`src/rtl/hsid_pkg.sv`:
```
// ---------------------------------------------------------------------------
// hsid_pkg
// Shared types and constants for the hyperspectral pixel-distance blocks.
//   HSID_DATA_WIDTH   default band sample width (unsigned)
//   HSID_MAX_BANDS    default maximum bands per vector
//   sda_state_t       state encoding of hsid_sq_diff_acc
//   hsid_acc_width()  width of a sum of MAX_BANDS squared DATA_WIDTH-bit
//                     differences; sized so the sum can never wrap
// ---------------------------------------------------------------------------
package hsid_pkg;

    localparam int HSID_DATA_WIDTH = 16;
    localparam int HSID_MAX_BANDS  = 128;

    typedef enum logic [1:0] {
        SDA_IDLE  = 2'd0,
        SDA_READ  = 2'd1,
        SDA_DRAIN = 2'd2
    } sda_state_t;

    // One square needs 2*data_width bits; summing max_bands of them adds
    // log2(max_bands) bits of headroom.
    function automatic int hsid_acc_width(input int data_width, input int max_bands);
        return 2 * data_width + $clog2(max_bands);
    endfunction

endpackage

```
`src/rtl/hsid_sq_df.sv`:
```
// ---------------------------------------------------------------------------
// hsid_sq_df
// Two registered stages computing the square of an unsigned difference,
// with a valid bit carried alongside the data.
//   S1: |a-b|   (DATA_WIDTH bits, compare-then-subtract)
//   S2: |a-b|^2 (2*DATA_WIDTH bits)
// Ports:
//   clk, rst_n   clock, asynchronous active-low reset
//   clear        synchronous flush of both valid bits
//   in_valid     a/b carry a sample pair this cycle
//   a, b         unsigned samples
//   out_valid    sq carries a result this cycle
//   sq           registered square
//   active       any stage holds a valid sample
// ---------------------------------------------------------------------------
module hsid_sq_df
    import hsid_pkg::*;
#(
    parameter int DATA_WIDTH = HSID_DATA_WIDTH
) (
    input  logic                    clk,
    input  logic                    rst_n,
    input  logic                    clear,
    input  logic                    in_valid,
    input  logic [DATA_WIDTH-1:0]   a,
    input  logic [DATA_WIDTH-1:0]   b,
    output logic                    out_valid,
    output logic [2*DATA_WIDTH-1:0] sq,
    output logic                    active
);

    logic                    s1_valid;
    logic [DATA_WIDTH-1:0]   s1_diff;
    logic [2*DATA_WIDTH-1:0] diff_wide;

    // Widen before multiplying so the product keeps all 2*DATA_WIDTH bits.
    assign diff_wide = {{DATA_WIDTH{1'b0}}, s1_diff};
    assign active    = s1_valid | out_valid;

    always_ff @(posedge clk or negedge rst_n) begin
        if (!rst_n) begin
            s1_valid  <= 1'b0;
            s1_diff   <= '0;
            out_valid <= 1'b0;
            sq        <= '0;
        end else if (clear) begin
            s1_valid  <= 1'b0;
            out_valid <= 1'b0;
        end else begin
            s1_valid  <= in_valid;
            out_valid <= s1_valid;
            if (in_valid) begin
                s1_diff <= (a >= b) ? (a - b) : (b - a);
            end
            if (s1_valid) begin
                sq <= diff_wide * diff_wide;
            end
        end
    end

endmodule

```
`src/rtl/hsid_sq_diff_acc.sv`:
```
// ---------------------------------------------------------------------------
// hsid_sq_diff_acc
// Pops a pixel FIFO and a reference FIFO in lockstep, squares the per-band
// difference and sums it over band_count bands; one distance per vector.
// Ports:
//   clk, rst_n          clock, asynchronous active-low reset
//   clear               synchronous abort, back to IDLE with nothing pending
//   start, band_count   begin a vector of band_count bands (IDLE only)
//   fifo_a_*            pixel FIFO data_out / empty / rd_en
//   fifo_b_*            reference FIFO data_out / empty / rd_en
//   busy                not in IDLE
//   acc_value           last final sum, held until next start or clear
//   acc_valid           one-cycle pulse when acc_value becomes final
// ---------------------------------------------------------------------------
module hsid_sq_diff_acc
    import hsid_pkg::*;
#(
    parameter int DATA_WIDTH = HSID_DATA_WIDTH,
    parameter int MAX_BANDS  = HSID_MAX_BANDS,
    parameter int BAND_WIDTH = $clog2(MAX_BANDS + 1),
    parameter int ACC_WIDTH  = hsid_acc_width(DATA_WIDTH, MAX_BANDS)
) (
    input  logic                  clk,
    input  logic                  rst_n,
    input  logic                  clear,
    input  logic                  start,
    input  logic [BAND_WIDTH-1:0] band_count,
    input  logic [DATA_WIDTH-1:0] fifo_a_data,
    input  logic                  fifo_a_empty,
    output logic                  fifo_a_rd_en,
    input  logic [DATA_WIDTH-1:0] fifo_b_data,
    input  logic                  fifo_b_empty,
    output logic                  fifo_b_rd_en,
    output logic                  busy,
    output logic [ACC_WIDTH-1:0]  acc_value,
    output logic                  acc_valid
);

    sda_state_t state, state_next;

    logic [BAND_WIDTH-1:0]   count_q;
    logic [BAND_WIDTH-1:0]   issued;
    logic [BAND_WIDTH-1:0]   issued_inc;
    logic                    read_ok;
    logic                    s0_valid;
    logic                    s2_valid;
    logic [2*DATA_WIDTH-1:0] s2_sq;
    logic                    pipe_active;
    logic                    pipe_idle;
    logic [ACC_WIDTH-1:0]    acc;

    // A read is issued only when both FIFOs have data, so the two enables
    // are one signal. clear suppresses it so an abort never pops a sample.
    assign read_ok      = (state == SDA_READ) && !clear && !fifo_a_empty &&
                          !fifo_b_empty && (issued < count_q);
    assign fifo_a_rd_en = read_ok;
    assign fifo_b_rd_en = read_ok;
    assign issued_inc   = issued + BAND_WIDTH'(1);
    assign pipe_idle    = !s0_valid && !pipe_active;
    assign busy         = (state != SDA_IDLE);

    // FIFO read latency is one cycle, so S0 is the FIFO output itself,
    // qualified by rd_en delayed one cycle.
    hsid_sq_df #(
        .DATA_WIDTH (DATA_WIDTH)
    ) u_sq_df (
        .clk       (clk),
        .rst_n     (rst_n),
        .clear     (clear),
        .in_valid  (s0_valid),
        .a         (fifo_a_data),
        .b         (fifo_b_data),
        .out_valid (s2_valid),
        .sq        (s2_sq),
        .active    (pipe_active)
    );

    always_ff @(posedge clk or negedge rst_n) begin
        if (!rst_n) begin
            state <= SDA_IDLE;
        end else begin
            state <= state_next;
        end
    end

    always_comb begin
        state_next = state;
        case (state)
            SDA_IDLE: begin
                if (start && (band_count != '0)) begin
                    state_next = SDA_READ;
                end
            end
            SDA_READ: begin
                if (read_ok && (issued_inc == count_q)) begin
                    state_next = SDA_DRAIN;
                end
            end
            SDA_DRAIN: begin
                if (pipe_idle) begin
                    state_next = SDA_IDLE;
                end
            end
            default: state_next = SDA_IDLE;
        endcase
        if (clear) begin
            state_next = SDA_IDLE;
        end
    end

    // Counters, accumulator and result. A zero-band vector finishes straight
    // from IDLE with an all-zero result.
    always_ff @(posedge clk or negedge rst_n) begin
        if (!rst_n) begin
            count_q   <= '0;
            issued    <= '0;
            s0_valid  <= 1'b0;
            acc       <= '0;
            acc_value <= '0;
            acc_valid <= 1'b0;
        end else if (clear) begin
            count_q   <= '0;
            issued    <= '0;
            s0_valid  <= 1'b0;
            acc       <= '0;
            acc_value <= '0;
            acc_valid <= 1'b0;
        end else begin
            acc_valid <= 1'b0;
            s0_valid  <= read_ok;
            if ((state == SDA_IDLE) && start) begin
                count_q   <= band_count;
                issued    <= '0;
                acc       <= '0;
                acc_value <= '0;
                if (band_count == '0) begin
                    acc_valid <= 1'b1;
                end
            end
            if (read_ok) begin
                issued <= issued_inc;
            end
            if (s2_valid) begin
                acc <= acc + {{(ACC_WIDTH - 2*DATA_WIDTH){1'b0}}, s2_sq};
            end
            if ((state == SDA_DRAIN) && pipe_idle) begin
                acc_value <= acc;
                acc_valid <= 1'b1;
            end
        end
    end

endmodule
```
`config.mk`:
```
export PLATFORM = sky130hd
export DESIGN_NAME = hsid_sq_diff_acc
export DESIGN_NICKNAME = d
export VERILOG_FILES = /design/src/rtl/hsid_pkg.sv /design/src/rtl/hsid_sq_df.sv /design/src/rtl/hsid_sq_diff_acc.sv
export SDC_FILE = /design/constraint.sdc
export NUM_CORES = 1
export LEC_CHECK = 0
export ABC_AREA = 1
export CAP_MARGIN = 20
export CORE_ASPECT_RATIO = 0.5
export CORE_MARGIN = 1.5
export CORE_UTILIZATION = 63
export CTS_BUF_LIST = sky130_fd_sc_hd__clkbuf_8 sky130_fd_sc_hd__clkbuf_16
export CTS_CLUSTER_SIZE = 14
export DETAILED_ROUTE_END_ITERATION = 10
export GPL_TIMING_DRIVEN = 1
export PLACE_DENSITY = 0.93
export SYNTH_ARGS = -nofsm -noshare
export SYNTH_HDL_FRONTEND = slang
export SYNTH_SLANG_ARGS = --single-unit
export TNS_END_PERCENT = 10
```
`constraint.sdc`:
```
create_clock -name clk -period 7.44 [get_ports clk]
set_input_delay 1.488 -clock clk [delete_from_list [all_inputs] [get_ports clk]]
set_output_delay 1.488 -clock clk [all_outputs]
set_load 0.01 [all_outputs]
```
==> impl_metrics.prom <==
# TYPE chip_impl_metric gauge
chip_impl_info{name="run_status",value="completed"} 1
chip_impl_metric{name="die_x",unit="um"} 244
chip_impl_metric{name="clkSlewWorstSetupHoldPaths",unit="ns"} 0.06
chip_impl_metric{name="start_util",unit="%"} 65.0
chip_impl_metric{name="cts_hold_buffers",unit=""} 0
chip_impl_metric{name="timing.final.setup_violations",unit=""} 0
chip_impl_metric{name="drive_above_1_share",unit="%"} 3.39
chip_impl_metric{name="clock_path_buffers",unit=""} 2
chip_impl_metric{name="placement_rows",unit=""} 43
chip_impl_info{name="cts_root_buffer",value="sky130_fd_sc_hd__clkbuf_16"} 1
chip_impl_metric{name="r2r_slack",unit="ns"} 1.28
chip_impl_info{name="cts_tree",value="done"} 1
chip_impl_metric{name="drt-initial-drc-count",unit=""} 1120
chip_impl_metric{name="cp_max_fo",unit=""} 19
chip_impl_metric{name="grt_use_total",unit="%"} 33.8
chip_impl_metric{name="fin_skew",unit="ns"} 0.0129
chip_impl_metric{name="max_freq",unit="MHz"} 162
chip_impl_metric{name="pin_count_of_the_biggest_net_entering_global_routing",unit=""} 76
chip_impl_info{name="rsz_0062_raised_after_global_routing",value="no"} 1
chip_impl_info{name="crit_type",value="flip-flop to flip-flop"} 1
chip_impl_info{name="worst_r2r_endpoint",value="u_sq_df.sq[24]"} 1
chip_impl_metric{name="postSynthNetCount",unit=""} 2976
chip_impl_metric{name="io_buffers",unit=""} 88
chip_impl_metric{name="period_share",unit="%"} 82.8
chip_impl_metric{name="drt_drc_violations_left",unit=""} 0
chip_impl_metric{name="clock_latency",unit="ns"} 0.47
chip_impl_metric{name="syn-mean-instance-area",unit="um2"} 7.06
chip_impl_metric{name="die_height",unit="um"} 123
chip_impl_metric{name="firstDrtPassIters",unit=""} 5
chip_impl_metric{name="totalNegativeSetupSlack",unit="ns"} 0
chip_impl_info{name="min_to",value="count_q[0]"} 1
chip_impl_metric{name="depth_of_the_worst_hold_timing_path",unit=""} 2
chip_impl_metric{name="antennaDiodeCount",unit=""} 0
chip_impl_metric{name="total_vias_in_the_final_route",unit=""} 16702
chip_impl_metric{name="yosysSeqAreaShare",unit="%"} 20.1
chip_impl_metric{name="design.final.nets",unit=""} 3025
chip_impl_metric{name="drv_cap",unit=""} 0
chip_impl_metric{name="reg2regPathDepth",unit=""} 20
chip_impl_metric{name="wl_per_cell",unit="um"} 16.2
chip_impl_info{name="crit_chain",value="nand2_1 > fa_1 > inv_1 > fa_1 > fa_1 > fa_1 > fa_1 > inv_1 > fa_1 > inv_1 > ha_1 > nand2_1 > nor2_1 > inv_1 > nor3_1 > nand3_1 > nand3_1 > nand2_1 > nand3_1 > nand2_1"} 1
chip_impl_metric{name="synth.cell_area",unit="mm2"} 0.0183
chip_impl_info{name="worstSetupEndpointType",value="flip-flop"} 1
chip_impl_metric{name="final-hold-violation-count",unit=""} 0
chip_impl_metric{name="syn-instance-count",unit=""} 2591
chip_impl_metric{name="grt_first_pass_wirelength",unit="um"} 80300
chip_impl_info{name="path_common_cell",value="sky130_fd_sc_hd__fa_1"} 1
chip_impl_metric{name="ctsResizeCount",unit=""} 0
chip_impl_metric{name="arrival",unit="ns"} 6.51
chip_impl_metric{name="worst_slew_margin_rel",unit="%"} 29.7
chip_impl_metric{name="crit_path_max_incr_delay",unit="ns"} 0.77
chip_impl_metric{name="timing.critical_path.buf_inv",unit=""} 4
chip_impl_info{name="worst_hold_startpoint",value="count_q[0]"} 1
chip_impl_metric{name="fp.dieArea",unit="mm2"} 0.0301
chip_impl_metric{name="final.min_clock_period",unit="ns"} 6.16
chip_impl_metric{name="finalWeightedCongestion",unit=""} 0.980
chip_impl_metric{name="postSynthRegisterBits",unit=""} 147
chip_impl_info{name="critPathLaunchType",value="flip-flop"} 1
chip_impl_info{name="postSynth.topFlopCell",value="sky130_fd_sc_hd__dfrtp_1"} 1
chip_impl_metric{name="ant_nets",unit=""} 0
chip_impl_metric{name="vias_per_cell",unit=""} 5.50
chip_impl_metric{name="grt_antenna_before_repair",unit=""} 0
chip_impl_metric{name="number_of_h_tree_branching_levels",unit=""} 4
chip_impl_info{name="crit_path_slowest_cell",value="sky130_fd_sc_hd__dfrtp_1"} 1
chip_impl_metric{name="routed_wirelength",unit="um"} 49100
chip_impl_info{name="rr_startpoint",value="u_sq_df.s1_diff[13]"} 1
chip_impl_info{name="hold_path_class",value="flip-flop to flip-flop"} 1
chip_impl_info{name="layout.cells.most_common",value="sky130_fd_sc_hd__nand2_1"} 1
chip_impl_metric{name="synth_enable_flop_cells",unit=""} 0
chip_impl_metric{name="core_area",unit="mm2"} 0.0281
chip_impl_metric{name="post_synth_num_cell_types",unit=""} 44
chip_impl_info{name="critical-path-top-delay-family",value="adder cells"} 1
chip_impl_metric{name="cp_data_required_time",unit="ns"} 7.80
chip_impl_metric{name="timing_worst_slew_pin_value",unit="ns"} 1.05
chip_impl_metric{name="signed_area_change_from_the_synthesized_netlist_to_the_final_layout",unit="%"} 9.69
chip_impl_metric{name="num_clock_sinks",unit=""} 147
chip_impl_metric{name="cts_setup_buffers",unit=""} 0
chip_impl_info{name="highest_count_cells_in_the_layout_ignoring_fill_and_taps",value="sky130_fd_sc_hd__nand2_1, sky130_fd_sc_hd__inv_1, sky130_fd_sc_hd__ha_1"} 1
chip_impl_metric{name="timing.final.max_slew_violations",unit=""} 0
chip_impl_metric{name="dp_hpwl",unit="um"} 38500
chip_impl_metric{name="asyncSetResetFlopFracSynth",unit="%"} 100
chip_impl_metric{name="total_grt_overflow",unit=""} 0
chip_impl_metric{name="floorplan.io_pins",unit=""} 89
chip_impl_metric{name="first_global_vias",unit=""} 16639
chip_impl_metric{name="numCtsBuffers",unit=""} 17
chip_impl_metric{name="synthesis.yosys.warnings",unit=""} 0
==> cell type report <==
class | count | area [um2]
multi-input combinational | 1795 | 12100
fill | 2234 | 8080
sequential | 147 | 3680
inverter | 583 | 2190
timing repair buffer | 96 | 970
tap | 382 | 478
clock buffer | 18 | 439
clock inverter | 14 | 174
==> state kept, by name, summed over array words and instances, names as in the netlist <==
| signal | count |
|---|---|
| acc_valid | 1 |
| acc_value | 39 |
| count_q | 8 |
| acc | 39 |
| u_sq_df.out_valid | 1 |
| u_sq_df.s1_diff | 16 |
| s0_valid | 1 |
| issued | 8 |
| u_sq_df.sq | 31 |
| state | 2 |
| u_sq_df.s1_valid | 1 |
==> worst max path at each step <==
stage,end,depth (start not counted),start,slack (ns)
after global routing,u_sq_df.sq[24],20,u_sq_df.s1_diff[4],1.01
after detailed placement,u_sq_df.sq[24],20,u_sq_df.s1_diff[13],1.37
after CTS,u_sq_df.sq[24],20,u_sq_df.s1_diff[5],1.32
final,u_sq_df.sq[24],20,u_sq_df.s1_diff[13],1.28
after global placement,u_sq_df.sq[24],20,u_sq_df.s1_diff[6],1.46
after floorplan,u_sq_df.sq[21],22,u_sq_df.s1_diff[13],1.85
==> worst min-delay path, delay by kind of cell, from the launching register on <==
family / cells / cell delay, ns
simple gates: 2 / 0.10
flops: 1 / 0.35
==> cell families after synthesis <==
kind of cell    count (synthesis)  synth area share (%)
compound gates                285                  8.60
xor+xnor                       35                  1.68
fa+ha+maj                     339                  30.0
flops                         147                  20.1
simple gates                 1136                  26.0
buf+inv                       649                  13.6
==> synthesized netlist by cell type (7+ instances only) <==
cell,instances,area share (%)
sky130_fd_sc_hd__nand2_2,14,0.48
sky130_fd_sc_hd__fa_1,166,18
sky130_fd_sc_hd__o21ai_0,87,2.4
sky130_fd_sc_hd__nand3_1,145,4.0
sky130_fd_sc_hd__nor2_1,144,3.0
sky130_fd_sc_hd__xnor2_1,14,0.67
sky130_fd_sc_hd__clkbuf_1,47,0.96
sky130_fd_sc_hd__o22ai_1,40,1.4
sky130_fd_sc_hd__nand3b_1,14,0.57
sky130_fd_sc_hd__dfrtp_1,147,20
sky130_fd_sc_hd__nand4_1,24,0.82
sky130_fd_sc_hd__nand2_1,745,15
sky130_fd_sc_hd__inv_2,8,0.16
sky130_fd_sc_hd__nor3_1,24,0.66
sky130_fd_sc_hd__ha_1,173,12
sky130_fd_sc_hd__xor2_1,21,1.0
sky130_fd_sc_hd__or2_2,7,0.24
sky130_fd_sc_hd__o21bai_1,10,0.41
sky130_fd_sc_hd__inv_1,573,12
sky130_fd_sc_hd__o21ai_1,27,0.74
sky130_fd_sc_hd__buf_2,11,0.30
sky130_fd_sc_hd__a21oi_1,103,2.8
==> stage by stage <==
step | hold slack (ns) | util [%] | cell area, um2 | setup slack (ns) | std cells
after floorplan | 0.448 | - | 18300 | 1.85 | 2591
after global placement | 0.467 | 69.0 | 19400 | 1.46 | 3001
after detailed placement | 0.468 | 69.0 | 19400 | 1.37 | 3001
after CTS | 0.486 | 71.1 | 20000 | 1.32 | 3033
after global routing | 0.516 | 71.3 | 20100 | 1.01 | 3035
final | 0.484 | 71.3 | 20100 | 1.28 | 3035
==> per-layer routing <==
metal	track usage (%)	up-vias	part of all wire, %
li1	-	8041	-
met3	6.84	117	7.5
met5	0	-	0
met1	42.3	7911	43
met2	59.3	633	47
met4	11.1	0	2.6
Power is not shown: default switching activity piles up to over one toggle a cycle in this logic, so the estimate is an artifact.
